[src/rtl/lse_clut_pkg.sv]
// lse_clut_pkg: shared CLUT widths, data types and the in-flight lookup tag record
package lse_clut_pkg;
    localparam int CLUT_ADDR_WIDTH  = 4;
    localparam int CLUT_ENTRY_WIDTH = 10;
    localparam int CLUT_ENTRIES     = 1 << CLUT_ADDR_WIDTH;
    // wide enough for the largest supported lane count (8)
    localparam int MAX_ID_WIDTH     = 3;
    typedef logic [CLUT_ADDR_WIDTH-1:0]  clut_addr_t;
    typedef logic [CLUT_ENTRY_WIDTH-1:0] clut_corr_t;
    typedef struct packed {
        logic                    v;
        logic [MAX_ID_WIDTH-1:0] id;
    } clut_tag_t;
endpackage

[src/rtl/lse_clut_arbiter_if.sv]
// lse_clut_arbiter_if: lane request/response bundle plus the CLUT lookup port
interface lse_clut_arbiter_if #(
    parameter int NUM_REQ     = 4,
    parameter int ADDR_WIDTH  = 4,
    parameter int ENTRY_WIDTH = 10
) ();
    localparam int ID_WIDTH = $clog2(NUM_REQ);
    logic [NUM_REQ-1:0]            req_valid;
    logic [NUM_REQ-1:0]            req_ready;
    logic [NUM_REQ*ADDR_WIDTH-1:0] req_addr;
    logic                          clut_valid_in;
    logic [ADDR_WIDTH-1:0]         clut_address;
    logic                          clut_valid_out;
    logic [ENTRY_WIDTH-1:0]        clut_correction;
    logic [NUM_REQ-1:0]            rsp_valid;
    logic [ID_WIDTH-1:0]           rsp_id;
    logic [ENTRY_WIDTH-1:0]        rsp_correction;
    modport master (
        output req_valid, req_addr, clut_valid_out, clut_correction,
        input  req_ready, clut_valid_in, clut_address, rsp_valid, rsp_id, rsp_correction
    );
    modport slave (
        input  req_valid, req_addr, clut_valid_out, clut_correction,
        output req_ready, clut_valid_in, clut_address, rsp_valid, rsp_id, rsp_correction
    );
endinterface

[src/rtl/lse_rr_arbiter.sv]
// lse_rr_arbiter: combinational round-robin pick starting at ptr, one-hot grant plus index
module lse_rr_arbiter #(
    parameter  int NUM_REQ  = 4,
    localparam int ID_WIDTH = $clog2(NUM_REQ)
) (
    input  logic [NUM_REQ-1:0]  req,
    input  logic [ID_WIDTH-1:0] ptr,
    output logic [NUM_REQ-1:0]  grant,
    output logic [ID_WIDTH-1:0] id
);
    logic [ID_WIDTH-1:0] idx;
    // scan downward in offset so the requester closest to ptr is the last writer
    always_comb begin
        grant = '0;
        id    = '0;
        idx   = '0;
        for (int k = NUM_REQ - 1; k >= 0; k--) begin
            idx = ID_WIDTH'((int'(ptr) + k) % NUM_REQ);
            if (req[idx]) begin
                grant = NUM_REQ'(1) << idx;
                id    = idx;
            end
        end
    end
endmodule

[src/rtl/lse_clut_arbiter.sv]
// lse_clut_arbiter: round-robin sharing of one CLUT lookup port across NUM_REQ lanes
// Optional per-lane saturating grant counters: define LSE_CLUT_ARB_STATS_EN
module lse_clut_arbiter
    import lse_clut_pkg::*;
#(
    parameter  int NUM_REQ      = 4,
    parameter  int ADDR_WIDTH   = CLUT_ADDR_WIDTH,
    parameter  int ENTRY_WIDTH  = CLUT_ENTRY_WIDTH,
    parameter  int CLUT_LATENCY = 1,
    localparam int ID_WIDTH     = $clog2(NUM_REQ)
) (
    input  logic                    clk,
    input  logic                    rst,
    input  logic                    arb_en,
    lse_clut_arbiter_if.slave       bus,
    output logic                    busy,
    output logic                    err,
    output logic [NUM_REQ*16-1:0]   grant_count
);
    logic [NUM_REQ-1:0]    grant;
    logic [ID_WIDTH-1:0]   grant_id;
    logic [ID_WIDTH-1:0]   rr_ptr;
    logic                  issue;
    logic [ADDR_WIDTH-1:0] issue_addr;
    clut_tag_t             tag [CLUT_LATENCY];
    clut_tag_t             tag_last;
    logic                  hit;
    logic                  tag_busy;

    lse_rr_arbiter #(.NUM_REQ(NUM_REQ)) u_rr (
        .req   (bus.req_valid & {NUM_REQ{arb_en & ~rst}}),
        .ptr   (rr_ptr),
        .grant (grant),
        .id    (grant_id)
    );

    // forward the winning lane's address; zero when nothing is issued
    always_comb begin
        issue      = 1'b0;
        issue_addr = '0;
        for (int i = 0; i < NUM_REQ; i++) begin
            if (grant[i] & bus.req_valid[i]) begin
                issue      = 1'b1;
                issue_addr = bus.req_addr[i*ADDR_WIDTH +: ADDR_WIDTH];
            end
        end
    end

    assign bus.req_ready     = grant;
    assign bus.clut_valid_in = issue;
    assign bus.clut_address  = issue_addr;

    // move priority to the lane after the one just served
    always_ff @(posedge clk) begin
        if (rst) rr_ptr <= '0;
        else if (issue) rr_ptr <= (grant_id == ID_WIDTH'(NUM_REQ - 1)) ? '0 : grant_id + 1'b1;
    end

    // tag shift register lines each issue up with its CLUT result
    always_ff @(posedge clk) begin
        if (rst) begin
            for (int s = 0; s < CLUT_LATENCY; s++) tag[s] <= '0;
        end else begin
            tag[0] <= '{v: issue, id: MAX_ID_WIDTH'(grant_id)};
            for (int s = 1; s < CLUT_LATENCY; s++) tag[s] <= tag[s-1];
        end
    end

    assign tag_last = tag[CLUT_LATENCY-1];
    assign hit      = tag_last.v & bus.clut_valid_out;

    // register the routed response and latch any valid/tag disagreement
    always_ff @(posedge clk) begin
        if (rst) begin
            bus.rsp_valid      <= '0;
            bus.rsp_id         <= '0;
            bus.rsp_correction <= '0;
            err                <= 1'b0;
        end else begin
            bus.rsp_valid <= hit ? NUM_REQ'(1) << tag_last.id : '0;
            if (hit) begin
                bus.rsp_id         <= ID_WIDTH'(tag_last.id);
                bus.rsp_correction <= ENTRY_WIDTH'(bus.clut_correction);
            end
            err <= err | (bus.clut_valid_out != tag_last.v);
        end
    end

    // any live tag stage keeps the block busy
    always_comb begin
        tag_busy = 1'b0;
        for (int s = 0; s < CLUT_LATENCY; s++) tag_busy = tag_busy | tag[s].v;
    end

    assign busy = tag_busy | (|bus.rsp_valid);

`ifdef LSE_CLUT_ARB_STATS_EN
    logic [15:0] cnt [NUM_REQ];
    // count accepts per lane, sticking at all-ones
    always_ff @(posedge clk) begin
        for (int i = 0; i < NUM_REQ; i++) begin
            if (rst) cnt[i] <= '0;
            else if (bus.req_valid[i] & grant[i] & (cnt[i] != 16'hFFFF)) cnt[i] <= cnt[i] + 16'd1;
        end
    end
    for (genvar i = 0; i < NUM_REQ; i++) begin : g_cnt
        assign grant_count[i*16 +: 16] = cnt[i];
    end
`else
    assign grant_count = '0;
`endif

    for (genvar i = 0; i < NUM_REQ; i++) begin : g_chk
        // a lane still waiting for its grant must keep its address steady
        assert property (@(posedge clk) disable iff (rst)
            bus.req_valid[i] && !bus.req_ready[i] |=>
            !bus.req_valid[i] || $stable(bus.req_addr[i*ADDR_WIDTH +: ADDR_WIDTH]));
    end
endmodule
[src/flat_wrapper.sv]
// flat-port wrapper written by rule: the top's interface ports become plain ports
module lse_clut_arbiter_flat import lse_clut_pkg::*;
#(
    parameter  int NUM_REQ      = 4,
    parameter  int ADDR_WIDTH   = CLUT_ADDR_WIDTH,
    parameter  int ENTRY_WIDTH  = CLUT_ENTRY_WIDTH,
    parameter  int CLUT_LATENCY = 1,
    localparam int ID_WIDTH     = $clog2(NUM_REQ)
)
  (clk, rst, arb_en, busy, err, grant_count, bus_req_valid, bus_req_addr, bus_clut_valid_out, bus_clut_correction, bus_req_ready, bus_clut_valid_in, bus_clut_address, bus_rsp_valid, bus_rsp_id, bus_rsp_correction);
  lse_clut_arbiter_if #(.NUM_REQ(NUM_REQ), .ADDR_WIDTH(ADDR_WIDTH), .ENTRY_WIDTH(ENTRY_WIDTH)) bus_i ();
  input  logic clk;
  input  logic rst;
  input  logic arb_en;
  output logic busy;
  output logic err;
  output logic [NUM_REQ*16-1:0] grant_count;
  input wire logic [$bits(bus_i.req_valid)-1:0] bus_req_valid;
  input wire logic [$bits(bus_i.req_addr)-1:0] bus_req_addr;
  input wire logic [$bits(bus_i.clut_valid_out)-1:0] bus_clut_valid_out;
  input wire logic [$bits(bus_i.clut_correction)-1:0] bus_clut_correction;
  output wire logic [$bits(bus_i.req_ready)-1:0] bus_req_ready;
  output wire logic [$bits(bus_i.clut_valid_in)-1:0] bus_clut_valid_in;
  output wire logic [$bits(bus_i.clut_address)-1:0] bus_clut_address;
  output wire logic [$bits(bus_i.rsp_valid)-1:0] bus_rsp_valid;
  output wire logic [$bits(bus_i.rsp_id)-1:0] bus_rsp_id;
  output wire logic [$bits(bus_i.rsp_correction)-1:0] bus_rsp_correction;
  assign bus_i.req_valid = bus_req_valid;
  assign bus_i.req_addr = bus_req_addr;
  assign bus_i.clut_valid_out = bus_clut_valid_out;
  assign bus_i.clut_correction = bus_clut_correction;
  assign bus_req_ready = bus_i.req_ready;
  assign bus_clut_valid_in = bus_i.clut_valid_in;
  assign bus_clut_address = bus_i.clut_address;
  assign bus_rsp_valid = bus_i.rsp_valid;
  assign bus_rsp_id = bus_i.rsp_id;
  assign bus_rsp_correction = bus_i.rsp_correction;
  lse_clut_arbiter #(.NUM_REQ(NUM_REQ), .ADDR_WIDTH(ADDR_WIDTH), .ENTRY_WIDTH(ENTRY_WIDTH), .CLUT_LATENCY(CLUT_LATENCY)) u_core (.clk(clk), .rst(rst), .arb_en(arb_en), .bus(bus_i), .busy(busy), .err(err), .grant_count(grant_count));
endmodule
[config.mk]
export PLATFORM = sky130hd
export DESIGN_NAME = lse_clut_arbiter_flat
export DESIGN_NICKNAME = d
export VERILOG_FILES = /design/src/rtl/lse_clut_pkg.sv /design/src/rtl/lse_clut_arbiter_if.sv /design/src/rtl/lse_rr_arbiter.sv /design/src/rtl/lse_clut_arbiter.sv /design/src/flat_wrapper.sv
export SDC_FILE = /design/constraint.sdc
export NUM_CORES = 1
export LEC_CHECK = 0
export BUFFER_PORTS_ARGS = -buffer_cell sky130_fd_sc_hd__buf_2
export CELL_PAD_IN_SITES_DETAIL_PLACEMENT = 1
export CELL_PAD_IN_SITES_GLOBAL_PLACEMENT = 1
export CORE_MARGIN = 1.5
export CORE_UTILIZATION = 27
export DETAILED_ROUTE_END_ITERATION = 7
export PLACE_DENSITY_LB_ADDON = 0.3
export SLEW_MARGIN = 20
export SYNTH_ARGS = -nofsm -noshare
export SYNTH_HDL_FRONTEND = slang
export SYNTH_SLANG_ARGS = --single-unit
[constraint.sdc]
create_clock -name clk -period 3.1 [get_ports clk]
set_clock_uncertainty 0.05 [all_clocks]
set_input_delay 0.155 -clock clk [delete_from_list [all_inputs] [get_ports clk]]
set_output_delay 0.155 -clock clk [all_outputs]
set_load 0.03 [all_outputs]
# Word-level counts from Yosys, hierarchy flattened
# Memory sizes are Yosys's and may differ from the RTL's.
# Cells that the tools add are included.
op_classes:
  n_addsub: 4
  n_lt_le_gt_ge: 4
  eq_ne: 2
  shift: 5
  n_mux: 30
  bitwise_logic: 11
  n_reduce_logical: 3
ops:
  columns: ["operator", "n"]
  rows:
  - ["$mux 4", 8]
  - ["$shl 1x2->4 const A", 4]
  - ["$lt 2x3->1 const B", 4]
  - ["$mux 1", 12]
  - ["$mux 2", 5]
  - ["$bmux 1 s2", 4]
  - ["$and 1x1->1", 6]
  - ["$add 2x1->2 const B", 2]
  - ["$add 2x2->2 const B", 2]
  - ["$and 4x4->4", 1]
  - ["$reduce_or 4->1", 1]
  - ["$shl 1x3->4 const A", 1]
  - ["$mux 3", 1]
  - ["$reduce_or 3->1", 1]
  - ["$eq 2x2->1 const B", 1]
  - ["$not 1->1", 2]
  - ["$or 1x1->1", 2]
  - ["$reduce_or 2->1", 1]
  - ["$ne 1x1->1", 1]
totals:
  ff_bits: 19
  ramBits: 3
  inputBits: 34
  output_inout_bits: 91
  wordCells: 65
  mem_count: 1
memory_table:
  columns: ["name", "words", "width", "rd", "rd_clocked_by_memory_dff", "write_ports", "line_no", "source"]
  rows:
  - ["u_core.tag", 1, 3, 1, 0, 1, "lse_clut_arbiter.sv:25", "clut_tag_t tag [CLUT_LATENCY];"]

# Depth between registers and ports, before layout
# Gate-level depths: netlist (run 1).
logic_depth:
  ltp_word: 15
  depth_mapped: 11
  depth_no_buf: 8

# Modules after synthesis
# A second synthesis (run 1) with hierarchy kept.
hier_totals:
  hier_cells: 230
  hier_area_um2: 1949.4
by_module_without_submodules:
  columns: ["module", "n_inst", "cells_each", "area_each_um2", "seq_area_each_um2"]
  rows:
  - ["lse_clut_arbiter", 1, 170, 1458.9, 440.4]
  - ["lse_rr_arbiter", 1, 60, 490.5, 0.0]

# Least setup slack after synthesis (run 1)
# Ideal clock, no wire load.
synth_timing:
  path_type: "reg-to-output"
  from: "register u_core.rr_ptr[1]"
  to: "output port bus_clut_address[0]"
  t_arrival_ns: 3.589
  t_required_ns: 2.895
  slack_ns: -0.694
  path_stages_with_launch: 11
  n_path_buf: 2
  cell_sequence: "dfxtp_1 clkbuf_1 inv_1 ha_1 or3b_1 buf_6 o22ai_2 a311oi_1 o21ai_1 a21oi_1 a221oi_1"
synth_between:
  word_cells_on_any_way: 27
  cone_classes: "3 x add/sub; 4 x shift; 16 x mux; 4 x bitwise"
synth_rtl:
  columns: ["item", "line_no", "source"]
  rows:
  - ["from (decl)", "lse_clut_arbiter.sv:22", "logic [ID_WIDTH-1:0] rr_ptr;"]
  - ["from (signal assigned)", "lse_clut_arbiter.sv:56", "else if (issue) rr_ptr <= (grant_id == ID_WIDTH'(NUM_REQ - 1)) ? '0 : grant_id + 1'b1;"]
  - ["$add 2x2->2", "lse_rr_arbiter.sv:18", "idx = ID_WIDTH'((int'(ptr) + k) % NUM_REQ);"]
  - ["$bmux 1 s2", "lse_rr_arbiter.sv:19", "if (req[idx]) begin"]
  - ["$mux 1 (not written as such)", "lse_rr_arbiter.sv:19", null]
  - ["$mux 4 (3 in a row)", "lse_rr_arbiter.sv:19", null]
  - ["$mux 4 *", "lse_rr_arbiter.sv:19", null]
  - ["net bus_req_ready[2]", "flat_wrapper.sv:22", "output wire logic [$bits(bus_i.req_ready)-1:0] bus_req_ready;"]
  - ["$and 1x1->1 *", "lse_clut_arbiter.sv:42", "if (grant[i] & bus.req_valid[i]) begin"]
  - ["$mux 4 * (2 in a row)", "lse_clut_arbiter.sv:42", null]
  - ["to (decl)", "flat_wrapper.sv:24", "output wire logic [$bits(bus_i.clut_address)-1:0] bus_clut_address;"]
# Mark *: on every way through the listed nets, which the timed path passes. The rest lies on a longest branch. The select of a mux whose other input is x is not followed.

# Worst setup path after layout (run 1)
layout_timing:
  from: "register u_core.rr_ptr[1]"
  to: "output port bus_clut_address[2]"
layout_between:
  elab_chain_len: 12
  word_cells_on_any_way: 27
  cone_classes: "3 x add/sub; 4 x shift; 16 x mux; 4 x bitwise"
layout_rtl:
  columns: ["item", "line_no"]
  rows:
  - ["$add 2x2->2", "lse_rr_arbiter.sv:18"]
  - ["$bmux 1 s2", "lse_rr_arbiter.sv:19"]
  - ["$mux 1 (not written as such)", "lse_rr_arbiter.sv:19"]
  - ["$mux 4 (3 in a row)", "lse_rr_arbiter.sv:19"]
  - ["$mux 4 *", "lse_rr_arbiter.sv:19"]
  - ["$and 1x1->1", "lse_clut_arbiter.sv:42"]
  - ["$mux 4 (3 in a row)", "lse_clut_arbiter.sv:42"]
  - ["$mux 4 *", "lse_clut_arbiter.sv:42"]
# Mark *: on every way between the ends. The rest lies on a longest branch, timed or not. The select of a mux whose other input is x is not followed.

==> metrics.txt, run 1 <==
outcome finished with violations; failing checks setup timing; crit path kind reg -> out; most frequent cells in the layout conb_1, buf_2, nor2_1, dfxtp_1, mux2i_1; commonest non-fill, non-tap cell in the layout conb_1; Routed WL per cell 12.6 microns; std cell rows 31; Clock Sinks 22; Mapped Cells 241; maximum fanout along the worst path 5; critical path, cell by cell clkinvlp_4 > ha_4 > or3b_4 > o22ai_4 > a32oi_2 > a221o_1 > mux2_4 > a221oi_4 > buf_6; unrepaired setup endpoints after global routing yes; CTS tree done; Async SR Flop Fraction 0; Hold Buf Count CTS 0; Starting Density 0.282; Hold Crit Class in -> reg; total global routing track utilization 0.123; Max Cap Viol 0; LEAKAGE 1.24 nW; first-pass GRT wire length 8400 microns; DRT iter0 DRCs 53; largest net degree at the start of global routing 22; WP data required 2890 ps; CP max stage delay 420 ps; Crit path arrival time 2910 ps; Tcrit/Tclk final 1.00; Final Setup Violations 1; Core ar. 7330 sq um; Final ANT Viol Nets 0; Root Buffer clkbuf_8; Top Usage Layer GRT met2; crit start category flip-flop; Synth top area share 0.232; drt pass-1 iters 4; CTS Buf Count 3; worst vdd ir 0.188 mV; register bit total from synthesis 22; fmax 321 MHz; CP top delay family compound AO/OA/AOI/OAI gates; Final Hold Fails 0; library cells used by synthesis 55; Final #Nets 359; dpl cells 406; die width 90.6 microns; Syn Area/Cell 8.59 sq um; CTS H-tree depth 1; synthesized cell area 2070 sq um; Total Power 1.96 mW; met3 Usage GRT 0.0168; Area Overhead vs Synth 26.8%; Post-synth EDFFs 0; I/O pin count 125; synth top area cells buf_4, dfxtp_1, mux2i_1; Port Buffers 60; post-synthesis sequential area ratio 0.213; ratio of cells with drive above 1 in the final layout 0.367; Slew Viols, Final 0; vias in the first global route 1759; antenna cells 0; Worst Tran Pin Value 735 ps; Die Footprint 8200 sq um; Post-DP HPWL 4280 microns; setup TNS -12.1 ps; Final WS setup -12.1 ps; die extent in y 90.6 microns; Slowest-stage cell, CP a221o_1; initial antenna violation count 0; Via density 4.35; Synth warnings 0; Crit path buffers/inverters 2; met1 Resource Use GR 0.155; grt met2 use 0.218; commonest register cell after synthesis dfxtp_1; GP Congestion 0.868; Critical Path End Type output port; vias 1806; Post-Route WL 5250 microns; PD cells 745 nW/um^2; GRT Residual Overflow 0; # DRC 0; Max clock buf depth 2; final hold slack 90.7 ps; clock latency at the later pin of the worst-skew pair 250 ps; Final Non-Filler Cells 415; fin crit period 3110 ps; cell taking the most area after synthesis buf_4; CTS clock-pin slew for the worst setup and hold paths 70 ps; slew margin rel. 0.510
[layout make-up]
cell class | count | area [sq um]
Inverter | 13 | 56.3
Fill cell | 902 | 4710
Sequential cell | 22 | 445
Timing Repair Buffer | 82 | 514
Tap cell | 99 | 124
Clock buffer | 4 | 45.0
Multi-Input combinational cell | 195 | 1440
[worst min-delay path: stages]
cell,delay (ps)
buf_2,70
mux2i_1,50
nor2_1,80
[routing by layer]
metal  routed length, microns  vias to the layer above
met1                     2220                      861
met4                       36                        0
met3                      272                        6
met2                     2720                       60
met5                        0                        -
li1                         -                      879
[where the power goes]
part / total [mW] / internal (mW) / switching [mW]
logic: 1.41 / 0.583 / 0.828
clock network: 0.172 / 0.0912 / 0.0805
registers: 0.373 / 0.338 / 0.0345
total: 1.96 / 1.01 / 0.943
[state kept, by name, indices dropped and copies added (netlist names)]
name                       cells
u_core.tag                     3
u_core.bus.rsp_id              2
u_core.rr_ptr                  2
u_core.err                     1
u_core.bus.rsp_correction     10
u_core.bus.rsp_valid           4
[synth_stat cells, types with 3 or more instances]
| cell | number |
|---|---|
| ha_1 | 8 |
| buf_6 | 3 |
| o21ai_1 | 3 |
| clkbuf_1 | 6 |
| nor3_1 | 3 |
| inv_1 | 13 |
| nand2_1 | 5 |
| buf_4 | 64 |
| nand4_1 | 4 |
| a221oi_1 | 4 |
| o21ai_0 | 3 |
| nor2_1 | 21 |
| o211ai_1 | 4 |
| mux2i_1 | 21 |
| dfxtp_1 | 22 |
| a21oi_1 | 4 |
| nand2b_1 | 3 |
| o2111a_1 | 3 |
[kinds of logic after synthesis]
| kind of cell | count (synthesis) | share of synthesized area |
|---|---|---|
| compound gates | 47 | 0.193 |
| xor+xnor | 1 | 0.00423 |
| fa+ha+maj | 8 | 0.0483 |
| buf+inv | 87 | 0.285 |
| flops | 22 | 0.213 |
| mux | 23 | 0.120 |
| other cells | 1 | 0.00181 |
| simple gates | 52 | 0.136 |
[final timing paths]
| kind | start | end | slack, ps | cells past startpoint |
|---|---|---|---|---|
| setup / recovery | u_core.rr_ptr[1]$_SDFFE_PP0P_ | bus_clut_address[2] | -10 | 9 |
| hold / removal | bus_clut_correction[5] | u_core.bus.rsp_correction[5]$_SDFFE_PP0P_ | 90 | 3 |
| setup reg to reg | u_core.rr_ptr[1]$_SDFFE_PP0P_ | u_core.rr_ptr[0]$_SDFFE_PP0P_ | 370 | 10 |
| hold reg to reg | u_core.tag[0][1]$_SDFF_PP0_ | u_core.bus.rsp_valid[1]$_SDFF_PP0_ | 410 | 1 |
[timing repair]
| action | 4_1_cts | 5_1_grt |
|---|---|---|
| setup buffers | 4 | 2 |
| resized for setup | 16 | 11 |
| pin swaps | 3 | 7 |
| setup endpoints to repair | 5 | 5 |
[metrics by stage]
| step | utilization | setup WS, ps | instance area, sq um |
|---|---|---|---|
| 3_3_place_gp | 0.329 | 27.7 | 2410 |
| 3_5_place_dp | 0.329 | -26.8 | 2410 |
| 2_1_floorplan | - | -2.50 | 2410 |
| 6_report | 0.358 | -12.1 | 2630 |
| 4_1_cts | 0.347 | -63.7 | 2540 |
| 5_1_grt | 0.358 | -95.9 | 2630 |
No activity file was read; power rests on OpenSTA's default activity.
==> inputs of run 2 (changes only) <==
- ABC_AREA: default -> 1
- CORE_UTILIZATION: 27 -> 25
- SETUP_SLACK_MARGIN: default -> 0.3
==> run 2 against run 1 <==
Against the previous run: the flow now finishes without violations; wire length fell by 9.2%; synthesized area fell by 6.5%; worst hold slack got worse by 67 ps; critical path depth rose by 5; via count fell by 4.1%; final area fell by 15%; power rose by 41%; non-clock buffer count fell by 17; worst setup slack improved by 520 ps; maximum frequency rose by 20%; sequential share of layout area rose by 3.2 points; largest cell class unchanged.
==> metrics.txt, run 2 <==
Highest Signal Layer met4; Total Power 2.76 mW; Final ANT Viol Nets 0; Final #Nets 393; routed length on met3 269 microns; post-synthesis sequential area ratio 0.228; Area Overhead vs Synth 14.7%; hold_sp rst; Port Buffers 60; Core ar. 7370 sq um; Final Hold Fails 0; largest net degree at the start of global routing 21; Crit path arrival time 2390 ps; CTS H-tree depth 1; Synth top cells by count buf_4, nand2_1, nor2_1, nand3_1, dfxtp_1; Tcrit/Tclk final 0.837; Max Cap Viol 0; most frequent cells in the layout conb_1, buf_2, nand2_1; register bit total from synthesis 22; Fillers 985; crit path kind reg -> out; unrepaired setup endpoints after global routing no; Slew Viols, Final 0; Post-DP HPWL 3880 microns; Synth warnings 0; initial antenna violation count 0; CTS clock-pin slew for the worst setup and hold paths 70 ps; Clock Sinks 22; Root Buffer clkbuf_8; WP data required 2890 ps; maximum fanout along the worst path 7; I/O pin count 125; FF-to-FF Start u_core.rr_ptr[1]$_SDFFE_PP0P_; crit start category flip-flop; CTS Buf Count 3; antenna cells 0; Die Footprint 8280 sq um; drt pass-1 iters 4; commonest non-fill, non-tap cell in the layout conb_1; fmax 385 MHz; LEAKAGE 1.31 nW; max FFs per register 10; Hold Path Sink u_core.err$_SDFF_PP0_; vias in the first global route 1550; synthesized cell area 1940 sq um; die extent in y 91.0 microns; Hold Crit Depth 2; Mapped Cells 286; synth top area cells buf_4, dfxtp_1, nand2_1; FF-to-FF End u_core.rr_ptr[1]$_SDFFE_PP0P_; Routed WL per cell 10.6 microns; commonest register cell after synthesis dfxtp_1; Hold Crit Class in -> reg; Post-Route WL 4770 microns; R2R cell count 16; Post-synth EDFFs 0; fin crit period 2600 ps; cell taking the most area after synthesis buf_4; GP Congestion 0.799; Largest regs u_core.bus.rsp_correction (10), u_core.bus.rsp_valid (4), u_core.tag (3); Reg2Reg Setup Slack 850 ps; # DRC 0; Hold Buf Count CTS 0; ratio of cells with drive above 1 in the final layout 0.286; most numerous cell in the Yosys netlist buf_4; vias 1732; total global routing track utilization 0.106; met2 WL 2370 microns; Final Instance Area 2220 sq um; Syn Area/Cell 6.77 sq um; worst vdd ir 0.248 mV; Synth top area share 0.248; Post-DP Area 2080 sq um; std cell rows 31; GRT Residual Overflow 0; outcome finished clean; Critical Path End Type output port; Final Setup Violations 0; Max clock buf depth 2; Async SR Flop Fraction 0; setup TNS 0 ps; die width 91.0 microns; library cells used by synthesis 24; first-pass GRT wire length 7240 microns; DRT iter0 DRCs 41; DRT met1 WL 2080 microns; CTS tree done; clock latency at the later pin of the worst-skew pair 260 ps; Biggest register u_core.bus.rsp_correction; Starting Density 0.263; PD cells 1240 nW/um^2; Via density 3.86
==> run 2: cell types whose count changed after synthesis, sizes merged, moves of 4 or more <==
cell,before,now
a221oi,5,0
inv,13,27
mux2i,21,0
nand2,5,71
nand3,1,30
nor2,21,28
o211ai,4,0
o21ai,6,17
o22ai,4,0
==> run 2: stage by stage <==
step / util / instances / worst slack, ps / hold slack (ps)
5_1_grt: 0.301 / 449 / 298 / 20.5
3_3_place_gp: 0.283 / 439 / 471 / 297
4_1_cts: 0.290 / 443 / 321 / 17.8
6_report: 0.301 / 449 / 504 / 23.7
2_1_floorplan: - / 349 / 619 / 177
3_5_place_dp: 0.283 / 439 / 447 / 299
==> run 2: worst max-delay path by stage <==
stage | from | to | depth (start not counted)
floorplan | u_core.rr_ptr[0]$_SDFFE_PP0P_ | bus_clut_address[3] | 15
CTS | u_core.rr_ptr[0]$_SDFFE_PP0P_ | bus_clut_address[3] | 16
finish | u_core.rr_ptr[1]$_SDFFE_PP0P_ | bus_clut_valid_in | 14
detailed placement | u_core.rr_ptr[0]$_SDFFE_PP0P_ | bus_clut_address[3] | 16
global route | u_core.rr_ptr[1]$_SDFFE_PP0P_ | bus_clut_address[2] | 15
global placement | u_core.rr_ptr[0]$_SDFFE_PP0P_ | bus_clut_address[3] | 16
==> run 2: per-layer routing <==
metal  global-route usage  vias to the layer above
met5                    0                        -
met4               0.0273                        0
met3               0.0142                        6
met2                0.180                       60
met1                0.140                      767
li1                     -                      899
==> run 2: worst max-delay path, stage by stage, from the launching register on <==
cell and delay [ps]:
dfxtp_4 370, inv_1 210, ha_4 250, inv_1 80, nand3_2 140, nand2_4 140, inv_1 60, o21ai_1 120
inv_1 50, nand2_1 50, nand2_1 100, nand2_4 130, buf_4 130, nand4_4 80, buf_2 200
==> run 2: layout make-up <==
| cell class | instances | area [sq um] | share of cell area |
|---|---|---|---|
| Multi-Input combinational cell | 232 | 1150 | 0.519 |
| Tap cell | 99 | 124 | 0.0558 |
| Timing Repair Buffer | 65 | 340 | 0.153 |
| Inverter | 27 | 101 | 0.0457 |
| Clock buffer | 4 | 55.1 | 0.0248 |
| Sequential cell | 22 | 448 | 0.202 |
==> run 2: cell families after synthesis <==
logic type | synth area share
AOI/OAI and AO/OA | 0.0659
xor gates and xnor gates | 0.00453
adders and majority gates | 0.0517
buffers and inverters | 0.318
DFF | 0.228
other | 0.00194
and+or+nand+nor | 0.330
==> run 2: what timing repair did <==
action	CTS	global route
endpoints found under the setup margin	5	5
pin swaps	0	3
setup buffers	0	5
gates resized for setup	2	9
gates cloned	0	1
==> run 2: power by group <==
| group | switching (mW) | total (mW) | internal, mW |
|---|---|---|---|
| clock network | 0.0851 | 0.198 | 0.113 |
| logic | 1.49 | 2.14 | 0.646 |
| registers | 0.0509 | 0.425 | 0.374 |
==> inputs of run 3 (changes only) <==
- CORE_UTILIZATION: 25 -> 28
- clock period: 3.1 -> 2.5 ns (I/O delays scaled with it)
==> run 3 against run 2 <==
Against the previous run: global-route usage rose by 1.7 points; combinational power is 56% higher; highest routed layer unchanged; largest power group unchanged; final area rose by 8.6%.
==> metrics.txt, run 3 (synthesis results as in run 2) <==
unrepaired setup endpoints after global routing yes; Crit path arrival time 2100 ps; Final ANT Viol Nets 0; met2 WL 2660 microns; Largest regs u_core.bus.rsp_correction (10), u_core.bus.rsp_valid (4), u_core.tag (3); Root Buffer clkbuf_8; fmax 440 MHz; Final Util 0.357; Fillers 887; crit path kind reg -> out; Final WS setup 228 ps; most frequent cells in the layout conb_1, buf_2, nand2_1; Biggest register u_core.bus.rsp_correction; Final Instance Area 2410 sq um; Via density 4.19; total global routing track utilization 0.123; worst vdd ir 0.473 mV; Final Setup Violations 0; DP Worst Slack 273 ps; switch share 0.563; ratio of cells with drive above 1 in the final layout 0.373; max FFs per register 10; Core ar. 6760 sq um; clock latency at the later pin of the worst-skew pair 260 ps; drt pass-1 iters 4; Hold Path Sink u_core.bus.rsp_correction[2]$_SDFFE_PP0P_; maximum fanout along the worst path 9; FF-to-FF End u_core.rr_ptr[1]$_SDFFE_PP0P_; PD cells 1680 nW/um^2; Max Cap Viol 0; Final #Nets 403; I/O pin count 125; Hold Crit Class in -> reg; largest net degree at the start of global routing 17; WP data required 2330 ps; Starting Density 0.286; Slew Viols, Final 0; Hold Crit Depth 3; dpl cells 425; Critical Path End Type output port; die width 86.1 microns; Final Hold Fails 0; Post-DP HPWL 3780 microns; outcome finished clean; DRT met1 WL 2030 microns; Total Power 4.05 mW; Final Non-Filler Cells 439; Port Buffers 60; CTS tree done; setup TNS 0 ps; # DRC 0; Seq pwr share 0.124; Reg2Reg Setup Slack 450 ps; Max clock buf depth 2; Post-Route WL 5020 microns; R2R cell count 16; CTS H-tree depth 1; CTS clock-pin slew for the worst setup and hold paths 70 ps; Clock Sinks 22; Highest Signal Layer met4; Die Footprint 7420 sq um; Tcrit/Tclk final 0.909; vias in the first global route 1614; DRT iter0 DRCs 65; fin crit period 2270 ps; initial antenna violation count 0; Area Overhead vs Synth 24.6%; GP Congestion 0.794; routed length on met3 256 microns; Post-DP Area 2110 sq um; die extent in y 86.1 microns; hold_sp bus_clut_correction[2]; antenna cells 0; GRT Residual Overflow 0; CTS Buf Count 3; crit start category flip-flop; std cell rows 30; LEAKAGE 1.37 nW; clock network power share 0.053; vias 1840; P_int 1.77 mW; Routed WL per cell 11.4 microns; Comb power frac 0.823; commonest non-fill, non-tap cell in the layout conb_1; first-pass GRT wire length 7410 microns; Psw 2.28 mW; FF-to-FF Start u_core.rr_ptr[1]$_SDFFE_PP0P_; final hold slack 30.8 ps
==> run 3: changes by cell type in the layout (fill, tap and decap cells not counted), moves of 4 or more <==
cell	change
buf_2	-4
buf_4	+6
buf_6	+8
inv_1	-4
nand2_1	-16
nand2_2	+12
==> run 3: repair_timing <==
item	CTS	global route
buffers inserted	5	4
gates cloned	0	1
setup endpoints to repair	5	5
pin swaps	11	13
gates resized for setup	28	22
hold endpoints to repair	1	0
hold buffers	1	0
==> run 3: cell type report <==
type                    instances  area (sq um)  share of cell area
multi-input cells             232          1260               0.523
well taps                      80           100              0.0415
flip-flops and latches         22           443               0.184
repair buffers                 75           458               0.190
clock buffers                   3          41.3              0.0171
inverters                      27           109              0.0451
==> run 3: routing by layer <==
metal / GRT usage / vias to the layer above
li1: - / 916
met1: 0.151 / 853
met2: 0.225 / 64
met3: 0.0115 / 7
met4: 0.0396 / 0
met5: 0 / -
==> run 3: how the worst max path moves through the flow <==
stage,start,end,cells after the start
after floorplan,u_core.rr_ptr[0]$_SDFFE_PP0P_,u_core.rr_ptr[0]$_SDFFE_PP0P_,15
after global placement,u_core.rr_ptr[0]$_SDFFE_PP0P_,bus_clut_address[3],15
after detailed placement,u_core.rr_ptr[0]$_SDFFE_PP0P_,bus_clut_address[3],14
after CTS,u_core.rr_ptr[1]$_SDFFE_PP0P_,bus_clut_address[1],16
after global routing,u_core.rr_ptr[0]$_SDFFE_PP0P_,bus_clut_address[1],16
final,u_core.rr_ptr[0]$_SDFFE_PP0P_,bus_clut_address[1],16
==> run 3: power by group through the flow <==
stage,Clock (mW),Sequential (mW),Combinational (mW)
2_1_floorplan,0,0.637,1.94
3_3_place_gp,0,0.508,2.58
3_5_place_dp,0,0.511,2.60
4_1_cts,0.227,0.504,3.02
5_1_grt,0.235,0.517,3.64
6_report,0.214,0.503,3.33
==> run 3: critical path: stages, from the launching register on <==
cell and delay (ps):
dfxtp_2 340, buf_4 170, nand2_1 120, nand3_1 110, nand2_2 120, inv_4 100, nand3_1 70, nand2_1 90
nand2_2 60, nand2_4 100, nand3_1 110, nand2_2 70, inv_1 40, nand2_1 70, nand2_2 60, nand2_2 60
buf_6 130
